<file path="src/rtl/loadable_down_timer_pkg.sv">
// Shared definitions for the counter library: timer FSM encoding and mode codes.
package loadable_down_timer_pkg;

    // Two-state timer FSM, 1-bit encoding.
    typedef logic [0:0] state_t;
    localparam state_t ST_IDLE = 1'b0;
    localparam state_t ST_RUN  = 1'b1;

    // Mode codes sampled on a load.
    localparam logic MODE_ONESHOT  = 1'b0;
    localparam logic MODE_PERIODIC = 1'b1;

endpackage

</file>
<file path="src/rtl/loadable_down_timer.sv">
// Loadable down-counting timer with one-shot and periodic (auto-reload) modes.
// A load always wins over counting; the terminal count is a registered pulse.
//
// state   | meaning
// --------+-----------------------------------------------------------------
// ST_IDLE | stopped; count holds; en ignored; waits for a non-zero load
// ST_RUN  | counting down on en; terminal count at count==1 -> tc pulse
module loadable_down_timer
    import loadable_down_timer_pkg::*;
#(
    parameter int WIDTH = 8
) (
    input  logic             clk_i,
    input  logic             rst_i,
    input  logic             ld_i,
    input  logic             en_i,
    input  logic             mode_i,
    input  logic [WIDTH-1:0] load_value_i,
    output logic [WIDTH-1:0] count_o,
    output logic             busy_o,
    output logic             tc_o
);

    localparam logic [WIDTH-1:0] ONE  = {{(WIDTH-1){1'b0}}, 1'b1};
    localparam logic [WIDTH-1:0] ZERO = '0;

    state_t           state_q, state_d;
    logic [WIDTH-1:0] count_q, count_d;
    logic [WIDTH-1:0] reload_q, reload_d;
    logic             mode_q, mode_d;
    logic             tc_q, tc_d;

    // Next-state and datapath decode: ld > en > hold.
    always_comb begin
        state_d  = state_q;
        count_d  = count_q;
        reload_d = reload_q;
        mode_d   = mode_q;
        tc_d     = 1'b0;

        if (ld_i) begin
            // A zero load latches the registers but leaves the timer stopped.
            count_d  = load_value_i;
            reload_d = load_value_i;
            mode_d   = mode_i;
            state_d  = (load_value_i != ZERO) ? ST_RUN : ST_IDLE;
        end else if (state_q == ST_RUN && en_i) begin
            if (count_q == ONE) begin
                tc_d = 1'b1;
                if (mode_q == MODE_PERIODIC) begin
                    // Reload directly so a periodic timer never shows 0.
                    count_d = reload_q;
                end else begin
                    count_d = ZERO;
                    state_d = ST_IDLE;
                end
            end else if (count_q != ZERO) begin
                count_d = count_q - ONE;
            end else begin
                // Unreachable in normal operation; park rather than wrap.
                state_d = ST_IDLE;
            end
        end
    end

    // State and datapath registers with asynchronous reset.
    always_ff @(posedge clk_i or posedge rst_i) begin
        if (rst_i) begin
            state_q  <= ST_IDLE;
            count_q  <= ZERO;
            reload_q <= ZERO;
            mode_q   <= MODE_ONESHOT;
            tc_q     <= 1'b0;
        end else begin
            state_q  <= state_d;
            count_q  <= count_d;
            reload_q <= reload_d;
            mode_q   <= mode_d;
            tc_q     <= tc_d;
        end
    end

    assign count_o = count_q;
    assign busy_o  = (state_q == ST_RUN);
    assign tc_o    = tc_q;

endmodule

</file>
<file path="config.mk">
export PLATFORM = sky130hd
export DESIGN_NAME = loadable_down_timer
export DESIGN_NICKNAME = d
export VERILOG_FILES = /design/src/rtl/loadable_down_timer_pkg.sv /design/src/rtl/loadable_down_timer.sv
export SDC_FILE = /design/constraint.sdc
export NUM_CORES = 1
export LEC_CHECK = 0
export ABC_CLOCK_PERIOD_IN_PS = 2100
export BUFFER_PORTS_ARGS = -buffer_cell sky130_fd_sc_hd__buf_2
export CAP_MARGIN = 20
export CORE_ASPECT_RATIO = 0.9
export CORE_MARGIN = 2
export CORE_UTILIZATION = 28
export DETAILED_ROUTE_END_ITERATION = 7
export PLACE_DENSITY = 0.49
export SLEW_MARGIN = 20
export SYNTH_ARGS = -nofsm -noshare
export SYNTH_HDL_FRONTEND = slang
export SYNTH_SLANG_ARGS = --single-unit
</file>
<file path="constraint.sdc">
create_clock -name clk_i -period 2.1 [get_ports clk_i]
set_input_delay 0.315 -clock clk_i [delete_from_list [all_inputs] [get_ports clk_i]]
set_output_delay 0.315 -clock clk_i [all_outputs]
set_load 0.01 [all_outputs]
</file>
==> results.py, run 1 <==
metrics = {
    "outcome": {
        "status": "finished, final reports clean",
    },
    "synthesis": {
        "synth_top_cell_area_share_pct": 42.55,
        "synth_cells": 113,
        "synth_mux_area_share_pct": 4.367,
        "synth_area_per_cell_sq_um": 9.888,
        "synth_fa_ha_area_share_pct": 3.359,
        "synth_cell_types": 44,
        "yosys_warnings": 0,
        "syn_nets": 129,
        "synthXorXnorAreaFrac_pct": 0,
        "ys_ff_latch": 19,
        "synthSimpleGateAreaFrac_pct": 20.16,
        "ys_seq_area_share_pct": 42.55,
        "synth_compound_area_share_pct": 24.75,
        "synth_largest_area_cell": "dfrtp_1",
        "synth_top_family_by_area": "compound AO/OA/AOI/OAI gates",
        "synthTopCellsByArea": "dfrtp_1, ha_1, inv_1",
        "synthesis.area_sq_um": 1117,
    },
    "floorplan": {
        "start_util_pct": 29.53,
        "dieWidth_um": 70.59,
        "num_io_pins": 23,
        "dieArea_sq_um": 4512,
        "rows": 21,
        "die_y_um": 63.93,
        "core_area_sq_um": 3784,
    },
    "clocking": {
        "clock-sinks": 19,
        "cts_max_path_buffers": 2,
        "ctsRootBufferMaster": "clkbuf_8",
        "holdBufCountCts": 0,
        "cts_tree": "yes",
        "clk_latency_ns": 0.27,
        "numCtsBuffers": 3,
        "clkTransAtPathRegs_ns": 0.08,
        "cts_max_level": 1,
    },
    "sta": {
        "tns_ns": 0,
        "hold_viol": 0,
        "skew_ns": 0.007213,
        "finalCritPeriodShare_pct": 94.00,
        "rsz0062_at_grt": "no",
        "tightest_slew_ns": 0.7536,
        "maxSlewViolCount": 0,
        "relSlewSlack_pct": 49.70,
        "fmax_ghz": 0.5066,
        "period_needed_ns": 1.974,
        "setup_violations": 0,
        "hold_slack_ns": 0.1692,
    },
    "final_layout": {
        "final-instance-count-excl-fill": 185,
        "syn_to_final_growth_pct": 20.60,
        "regArea_sq_um": 475.5,
        "fillers": 406,
        "fin_nets": 156,
        "num_antenna_cells": 0,
        "drive_above_1_share_pct": 29.50,
        "multi_input_area_sq_um": 590.6,
        "final_common_cell": "buf_2",
        "layout_common_cells": "buf_2, dfrtp_1, inv_1, nand2_1, o21ai_0",
    },
    "power_and_ir_drop": {
        "p_per_area_nw_per_um2": 826.8,
        "p_int_mw": 0.7112,
        "seqPwrFrac_pct": 43.3,
        "swShare_pct": 36.17,
        "clockPowerShare_pct": 24.0,
        "p_comb_share_pct": 32.7,
        "p_sw_mw": 0.4030,
        "p_leak_nw": 0.6086,
        "irDropWorstVdd_mv": 0.3751,
    },
    "setup_path": {
        "path_cells": "inv_1 -> ha_1 -> nor2b_2 -> and4_1 -> a221o_1 -> a32o_1",
        "end_kind": "register",
        "slowest_delay_ns": 0.45,
        "worstSetupPathType": "reg -> reg",
        "critPathLaunchType": "register",
        "cpMaxStageDelayCell": "dfrtp_1",
        "cp.required_ns": 2.25,
        "cp_max_fo": 7,
        "arrival_ns": 2.13,
    },
    "grt": {
        "grt_pass1_wl_mm": 5.057,
        "grt_start_max_net_pins": 24,
        "first_global_vias": 987,
        "grt_use_total_pct": 14.67,
        "antenna_found_initial": 0,
        "grt_overflow_total": 0,
    },
    "hold_path": {
        "holdCritPathClass": "in -> async",
    },
    "detailed_routing": {
        "wl_per_cell_um": 16.43,
        "drtAntennaViolNets": 0,
        "drt-vias-per-instance": 5.470,
        "drc": 0,
        "first_pass_iters": 4,
        "vias": 1012,
        "routed_wl_mm": 3.039,
        "drt_iter0_drc": 80,
    },
    "placed_design": {
        "gp_congestion": 0.8624,
        "dp_cells": 181,
        "portBuffers": 22,
        "post-dp-hpwl_mm": 2.283,
    },
    "run": {
        "drv_cap": 0,
    },
}
worst paths after layout:
check | from | end | slack (ns) | cells past startpoint
hold / removal | rst_i | count_o[3]$_DFFE_PP0P_ | 0.17 | 2
setup reg to reg | count_o[1]$_DFFE_PP0P_ | count_o[5]$_DFFE_PP0P_ | 0.13 | 6
max in group asynchronous | rst_i | count_o[5]$_DFFE_PP0P_ | 1.46 | 2
min in group clk_i | mode_i | mode_q$_DFFE_PP0P_ | 0.28 | 2
setup / recovery | count_o[1]$_DFFE_PP0P_ | count_o[5]$_DFFE_PP0P_ | 0.13 | 6
hold reg to reg | reload_q[5]$_DFFE_PP0P_ | reload_q[5]$_DFFE_PP0P_ | 0.49 | 1
cell usage after synthesis, drive strengths merged:
cell type and number:
a2111o 1, a211oi 1, a21o 2, a21oi 2, a221o 1, a221oi 1
a22o 4, a2bb2oi 1, a31o 1, a31oi 3, a32o 1, a41oi 1
and2 2, and3 1, and4 1, and4b 1, buf 1, clkbuf 3
dfrtp 19, ha 3, inv 10, mux2 4, nand2 9, nand2b 2
nand3b 1, nand4 1, nor2 5, nor2b 2, nor3 5, nor3b 1
nor4 3, o211ai 1, o21ai 6, o221ai 3, o22ai 4, o31ai 1
o41ai 1, or2 1, or3 2, or4 1
power by group through the flow:
stage	registers, mW	clock network, mW	logic [mW]
finish	0.482	0.267	0.365
global route	0.491	0.295	0.404
CTS	0.482	0.273	0.364
detailed placement	0.490	0	0.362
global placement	0.486	0	0.363
floorplan	0.494	0	0.223
state kept, by name, summed over array words and instances, names as in the netlist:
name	cells
count_o	8
reload_q	8
busy_o	1
mode_q	1
tc_o	1
metrics by stage:
step / util [%] / setup slack (ns) / area (sq um) / power (mW)
global placement: 34.33 / 0.1384 / 1299 / 0.8497
global route: 35.62 / 0.03222 / 1348 / 1.191
finish: 35.62 / 0.1260 / 1348 / 1.114
CTS: 35.55 / 0.09262 / 1345 / 1.119
floorplan: - / 0.2104 / 1117 / 0.7176
detailed placement: 34.33 / 0.1144 / 1299 / 0.8518
worst max-delay path, delay by kind of cell (launching register included):
family,cells,cell delay (ns)
compound gates,2,0.57
fa+ha+maj,1,0.28
simple gates,2,0.45
flops,1,0.45
buf+inv,1,0.11
what timing repair did:
action                     CTS  global route
gates resized for setup      0             1
setup endpoints to repair    0             6
setup buffers                0             0
layer usage:
| metal | share of wire, % | global-route usage, % | up-vias | routed length (um) |
|---|---|---|---|---|
| met5 | 0 | 0 | - | 0 |
| met3 | 5.5 | 4.416 | 5 | 167 |
| met1 | 50 | 21.79 | 497 | 1529 |
| met2 | 43 | 19.81 | 30 | 1299 |
| li1 | - | - | 480 | - |
| met4 | 1.4 | 5.425 | 0 | 42 |
area by class of cell:
cell class                      instances  share of cell area (%)
Multi-Input combinational cell         80                   43.83
Tap cell                               46                   4.271
Inverter                               10                   2.786
Clock inverter                          1                  0.3714
Clock buffer                            3                   3.064
Timing Repair Buffer                   26                   10.40
Sequential cell                        19                   35.28
logic make-up (layout without fill, tap and decap cells):
logic type	Yosys count	in the layout
compound gates	35	35
fa+ha+maj	3	3
simple gates	38	38
mux	4	4
flops	19	19
buf+inv	14	40
Note: power is estimated with default switching activity, not from simulation.
==> inputs of run 2 (changes only) <==
--- a/config.mk
+++ b/config.mk
@@ -6,13 +6,13 @@
 export NUM_CORES = 1
 export LEC_CHECK = 0
 export ABC_CLOCK_PERIOD_IN_PS = 2100
-export BUFFER_PORTS_ARGS = -buffer_cell sky130_fd_sc_hd__buf_2
+export BUFFER_PORTS_ARGS = -buffer_cell sky130_fd_sc_hd__clkbuf_2
 export CAP_MARGIN = 20
 export CORE_ASPECT_RATIO = 0.9
 export CORE_MARGIN = 2
-export CORE_UTILIZATION = 28
+export CORE_UTILIZATION = 43
 export DETAILED_ROUTE_END_ITERATION = 7
-export PLACE_DENSITY = 0.49
+export PLACE_DENSITY = 0.68
 export SLEW_MARGIN = 20
 export SYNTH_ARGS = -nofsm -noshare
 export SYNTH_HDL_FRONTEND = slang
==> results.py, run 2 (synthesis results as in run 1) <==
metrics = {
    "sta": {
        "hold_viol": 0,
        "tightest_slew_ns": 0.7166,
        "relSlewSlack_pct": 52.18,
        "setup_violations": 0,
        "skew_ns": 0.002308,
        "tns_ns": 0,
        "finalCritPeriodShare_pct": 95.14,
        "rsz0062_at_grt": "no",
        "maxSlewViolCount": 0,
        "fmax_ghz": 0.5005,
        "period_needed_ns": 1.998,
    },
    "placed_design": {
        "dp_cells": 161,
        "gp_congestion": 1.060,
        "place_area_sq_um": 1261,
        "portBuffers": 22,
        "post-dp-hpwl_mm": 2.114,
    },
    "clocking": {
        "cts_max_path_buffers": 2,
        "ctsRootBufferMaster": "clkbuf_4",
        "clk_latency_ns": 0.30,
        "clock-sinks": 19,
        "cts_setup_buffers": 0,
        "numCtsBuffers": 3,
        "cts_max_level": 1,
        "cts_tree": "yes",
        "clkTransAtPathRegs_ns": 0.11,
    },
    "grt": {
        "grt_start_max_net_pins": 31,
        "antenna_found_initial": 0,
        "first_global_vias": 950,
        "grt_use_total_pct": 20.40,
        "grt_overflow_total": 0,
        "grt_pass1_wl_mm": 4.616,
    },
    "final_layout": {
        "final_common_cell": "clkbuf_2",
        "num_antenna_cells": 0,
        "final-instance-count-excl-fill": 165,
        "design_area_sq_um": 1291,
        "syn_to_final_growth_pct": 15.57,
        "drive_above_1_share_pct": 28.47,
        "fin_nets": 154,
        "fillers": 231,
        "layout_common_cells": "clkbuf_2, dfrtp_1, inv_1, nand2_1, o21ai_0",
    },
    "detailed_routing": {
        "routed_wl_mm": 2.742,
        "first_pass_iters": 4,
        "drt-vias-per-instance": 6.206,
        "drt_iter0_drc": 37,
        "drtAntennaViolNets": 0,
        "wl_per_cell_um": 16.62,
        "vias": 1024,
        "drc": 0,
    },
    "setup_path": {
        "worstReg2RegEnd": "count_o[1]$_DFFE_PP0P_",
        "worstSetupPathType": "reg -> reg",
        "r2r_setup_slack_ns": 0.10,
        "critPathLaunchType": "register",
        "end_kind": "register",
        "cp.required_ns": 2.30,
        "reg2reg_depth": 5,
        "arrival_ns": 2.19,
        "r2r-start": "count_o[0]$_DFFE_PP0P_",
        "cp_max_fo": 8,
    },
    "floorplan": {
        "start_util_pct": 45.28,
        "dieWidth_um": 57.73,
        "num_io_pins": 23,
        "rows": 17,
        "die_y_um": 52.36,
        "core_area_sq_um": 2467,
        "dieArea_sq_um": 3023,
    },
    "power_and_ir_drop": {
        "p_sw_mw": 0.3901,
        "seqPwrFrac_pct": 46.9,
        "irDropWorstVdd_mv": 0.4120,
        "finalPower_mw": 1.034,
        "p_comb_share_pct": 35.0,
        "p_per_area_nw_per_um2": 801.0,
        "swShare_pct": 37.72,
        "clockPowerShare_pct": 18.2,
        "p_int_mw": 0.6441,
        "p_leak_nw": 0.5933,
    },
    "run": {
        "drv_cap": 0,
    },
    "hold_path": {
        "holdCritPathClass": "in -> async",
    },
    "outcome": {
        "status": "finished, final reports clean",
    },
}
[run 2: cell count changes in the layout (fill, tap and decap cells not counted), moves of 2 or more]
cell | previous run | this run
buf_4 | 4 | 2
clkbuf_2 | 0 | 22
clkbuf_4 | 0 | 3
clkbuf_8 | 3 | 0
buf_2 | 22 | 0
[run 2: through the flow]
| step | util, % | hold slack [ns] | setup WS [ns] |
|---|---|---|---|
| after floorplan | - | 0.2661 | 0.2104 |
| after global placement | 51.12 | 0.4470 | 0.2138 |
| after detailed placement | 51.12 | 0.4572 | 0.08302 |
| after CTS | 52.23 | 0.1279 | 0.05779 |
| after global routing | 52.33 | 0.1666 | 0.02939 |
| final | 52.33 | 0.09403 | 0.1021 |
[run 2: repair_timing]
item / CTS / global route
setup endpoints to repair: 0 / 1
hold buffers: 0 / 0
resized for setup: 0 / 1
[run 2: worst max-delay path, stage by stage (launching register included)]
cell	delay [ns]
dfrtp_1	0.50
ha_1	0.33
nor2b_1	0.33
a31o_2	0.31
o221ai_1	0.15
mux2_4	0.27
[run 2: cell type report]
cell class              instances  area (sq um)  area share, %
multi-input cells              80         590.6          45.74
flip-flops and latches         19         475.5          36.82
repair buffers                 24         125.1          9.690
inverters                      10         37.54          2.907
well taps                      28         35.03          2.713
clock buffers                   3         22.52          1.744
clock inverters                 1         5.005         0.3876
[run 2: power groups by stage]
| stage | clock network (mW) | registers [mW] | logic [mW] |
|---|---|---|---|
| floorplan | 0 | 0.494 | 0.223 |
| global placement | 0 | 0.491 | 0.351 |
| detailed placement | 0 | 0.491 | 0.360 |
| CTS | 0.191 | 0.485 | 0.361 |
| global route | 0.208 | 0.495 | 0.401 |
| finish | 0.188 | 0.485 | 0.362 |
[run 2: metal layers]
layer / global-route usage [%] / wire length (um) / share of wire, %
met5: 0 / 0 / 0
met4: 8.915 / 52 / 1.9
met3: 3.210 / 238 / 8.7
met2: 31.06 / 1223 / 45
met1: 28.66 / 1228 / 45
[run 2: worst max-delay path by stage]
stage          cells after the start                    from                      to
4_1_cts                            6  count_o[0]$_DFFE_PP0P_  count_o[1]$_DFFE_PP0P_
2_1_floorplan                      7  count_o[0]$_DFFE_PP0P_  count_o[1]$_DFFE_PP0P_
6_report                           5  count_o[0]$_DFFE_PP0P_  count_o[1]$_DFFE_PP0P_
3_5_place_dp                       6  count_o[0]$_DFFE_PP0P_  count_o[1]$_DFFE_PP0P_
3_3_place_gp                       6  count_o[0]$_DFFE_PP0P_  count_o[1]$_DFFE_PP0P_
5_1_grt                            5  count_o[0]$_DFFE_PP0P_  count_o[1]$_DFFE_PP0P_
==> inputs of run 3 (changes only) <==
--- a/config.mk
+++ b/config.mk
@@ -13,6 +13,7 @@
 export CORE_UTILIZATION = 43
 export DETAILED_ROUTE_END_ITERATION = 7
 export PLACE_DENSITY = 0.68
+export RECOVER_POWER = 50
 export SLEW_MARGIN = 20
 export SYNTH_ARGS = -nofsm -noshare
 export SYNTH_HDL_FRONTEND = slang
==> results.py, run 3 (synthesis results as in run 1) <==
metrics = {
    "power_and_ir_drop": {
        "irDropWorstVdd_mv": 0.4123,
        "p_per_area_nw_per_um2": 805.5,
        "p_leak_nw": 0.5867,
    },
    "clocking": {
        "cts_max_path_buffers": 2,
        "cts_max_level": 1,
        "ctsRootBufferMaster": "clkbuf_4",
        "clock-sinks": 19,
        "clkTransAtPathRegs_ns": 0.11,
        "clk_latency_ns": 0.30,
        "cts_tree": "yes",
        "numCtsBuffers": 3,
        "holdBufCountCts": 0,
    },
    "sta": {
        "fmax_ghz": 0.4984,
        "skew_ns": 0.002418,
        "rsz0062_at_grt": "no",
        "tns_ns": 0,
        "tightest_slew_ns": 1.165,
        "setup_violations": 0,
        "hold_viol": 0,
        "hold_slack_ns": 0.09245,
        "fin_ws_ns": 0.09376,
        "finalCritPeriodShare_pct": 95.54,
        "period_needed_ns": 2.006,
        "maxSlewViolCount": 0,
        "relSlewSlack_pct": 22.34,
    },
    "setup_path": {
        "slowest_delay_ns": 0.51,
        "reg2reg_depth": 5,
        "path_delay_family": "flip-flops",
        "crit_end": "count_o[1]$_DFFE_PP0P_",
        "worstSetupPathDepth": 5,
        "r2r_setup_slack_ns": 0.09,
        "path_cells": "ha_1 -> nor2b_1 -> a31o_2 -> o221ai_1 -> mux2_4",
        "r2r-start": "count_o[0]$_DFFE_PP0P_",
        "crit_path_start": "count_o[0]$_DFFE_PP0P_",
        "cp.required_ns": 2.30,
        "worstSetupPathType": "reg -> reg",
        "cpMaxStageDelayCell": "dfrtp_1",
        "cp_num_buf_inv": 0,
        "cp_max_fo": 8,
        "worstReg2RegEnd": "count_o[1]$_DFFE_PP0P_",
        "arrival_ns": 2.20,
        "critPathLaunchType": "register",
        "end_kind": "register",
    },
    "floorplan": {
        "core_area_sq_um": 2467,
        "die_y_um": 52.36,
        "rows": 17,
        "dieArea_sq_um": 3023,
        "start_util_pct": 45.28,
        "dieWidth_um": 57.73,
        "num_io_pins": 23,
    },
    "detailed_routing": {
        "first_pass_iters": 4,
        "drt_iter0_drc": 37,
        "drtAntennaViolNets": 0,
        "vias": 1011,
        "drt-vias-per-instance": 6.127,
        "wl_per_cell_um": 16.75,
        "routed_wl_mm": 2.763,
        "drc": 0,
    },
    "outcome": {
        "status": "finished, final reports clean",
    },
    "hold_path": {
        "holdCritPathClass": "in -> async",
    },
    "placed_design": {
        "post-place-ws_ns": 0.08302,
        "portBuffers": 22,
        "gp_congestion": 1.060,
        "post-dp-hpwl_mm": 2.114,
    },
    "final_layout": {
        "final_common_cell": "clkbuf_2",
        "layout_common_cells": "clkbuf_2, dfrtp_1, inv_1, nand2_1, o21ai_0",
        "regArea_sq_um": 475.5,
        "drive_above_1_share_pct": 27.01,
        "fin_nets": 154,
        "syn_to_final_growth_pct": 15.12,
        "fillers": 231,
        "multi_input_area_sq_um": 590.6,
        "num_antenna_cells": 0,
    },
    "grt": {
        "antenna_found_initial": 0,
        "grt_pass1_wl_mm": 4.616,
        "first_global_vias": 950,
        "grt_use_total_pct": 20.40,
        "grt_overflow_total": 0,
        "grt_start_max_net_pins": 31,
    },
    "run": {
        "drv_cap": 0,
    },
}
## run 3: cell types whose count changed in the layout (fill, tap and decap cells not counted)
cell,before,now
clkbuf_2,22,21
clkbuf_1,0,2
buf_4,2,1
## run 3: layout make-up
type                            instances  area share [%]
Clock buffer                            3           1.751
Clock inverter                          1          0.3891
Inverter                               10           2.918
Multi-Input combinational cell         80           45.91
Sequential cell                        19           36.97
Tap cell                               28           2.724
Timing Repair Buffer                   24           9.339
## run 3: worst reg2reg max path, stage by stage, from the launching register on
cell and delay, ns:
dfrtp_1 0.51, ha_1 0.33, nor2b_1 0.33, a31o_2 0.31
o221ai_1 0.15, mux2_4 0.27
## run 3: what timing repair did
action | in CTS | in global routing
resized for setup | 0 | 1
setup buffers | 0 | 0
endpoints found under the setup margin | 0 | 1
## run 3: worst min-delay path by stage
stage,startpoint,end,slack [ns],depth (start not counted)
detailed placement,rst_i,tc_o$_DFF_PP0_,0.46,2
floorplan,rst_i,busy_o$_DFFE_PP0P_,0.27,1
global route,rst_i,tc_o$_DFF_PP0_,0.17,2
CTS,rst_i,count_o[7]$_DFFE_PP0P_,0.13,2
global placement,rst_i,count_o[7]$_DFFE_PP0P_,0.45,2
finish,rst_i,count_o[6]$_DFFE_PP0P_,0.09,2
## run 3: metrics by stage
stage	util, %	cells	cell area (sq um)	total power [mW]
6_report	52.13	165	1286	1.036
3_5_place_dp	51.12	161	1261	0.8510
2_1_floorplan	-	113	1117	0.7176
4_1_cts	52.23	165	1289	1.037
3_3_place_gp	51.12	161	1261	0.8423
5_1_grt	52.13	165	1286	1.103
## run 3: power breakdown
part           switching (mW)  internal, mW  total, mW
Combinational           0.204         0.158      0.362
Clock                   0.118        0.0711      0.189
Sequential             0.0705         0.415      0.485
## run 3: per-layer routing
metal / vias up / global-route usage (%) / wire length, um
met3: 7 / 3.210 / 203
li1: 478 / - / -
met5: - / 0 / 0
met2: 47 / 31.06 / 1237
met1: 479 / 28.66 / 1270
met4: 0 / 8.915 / 52
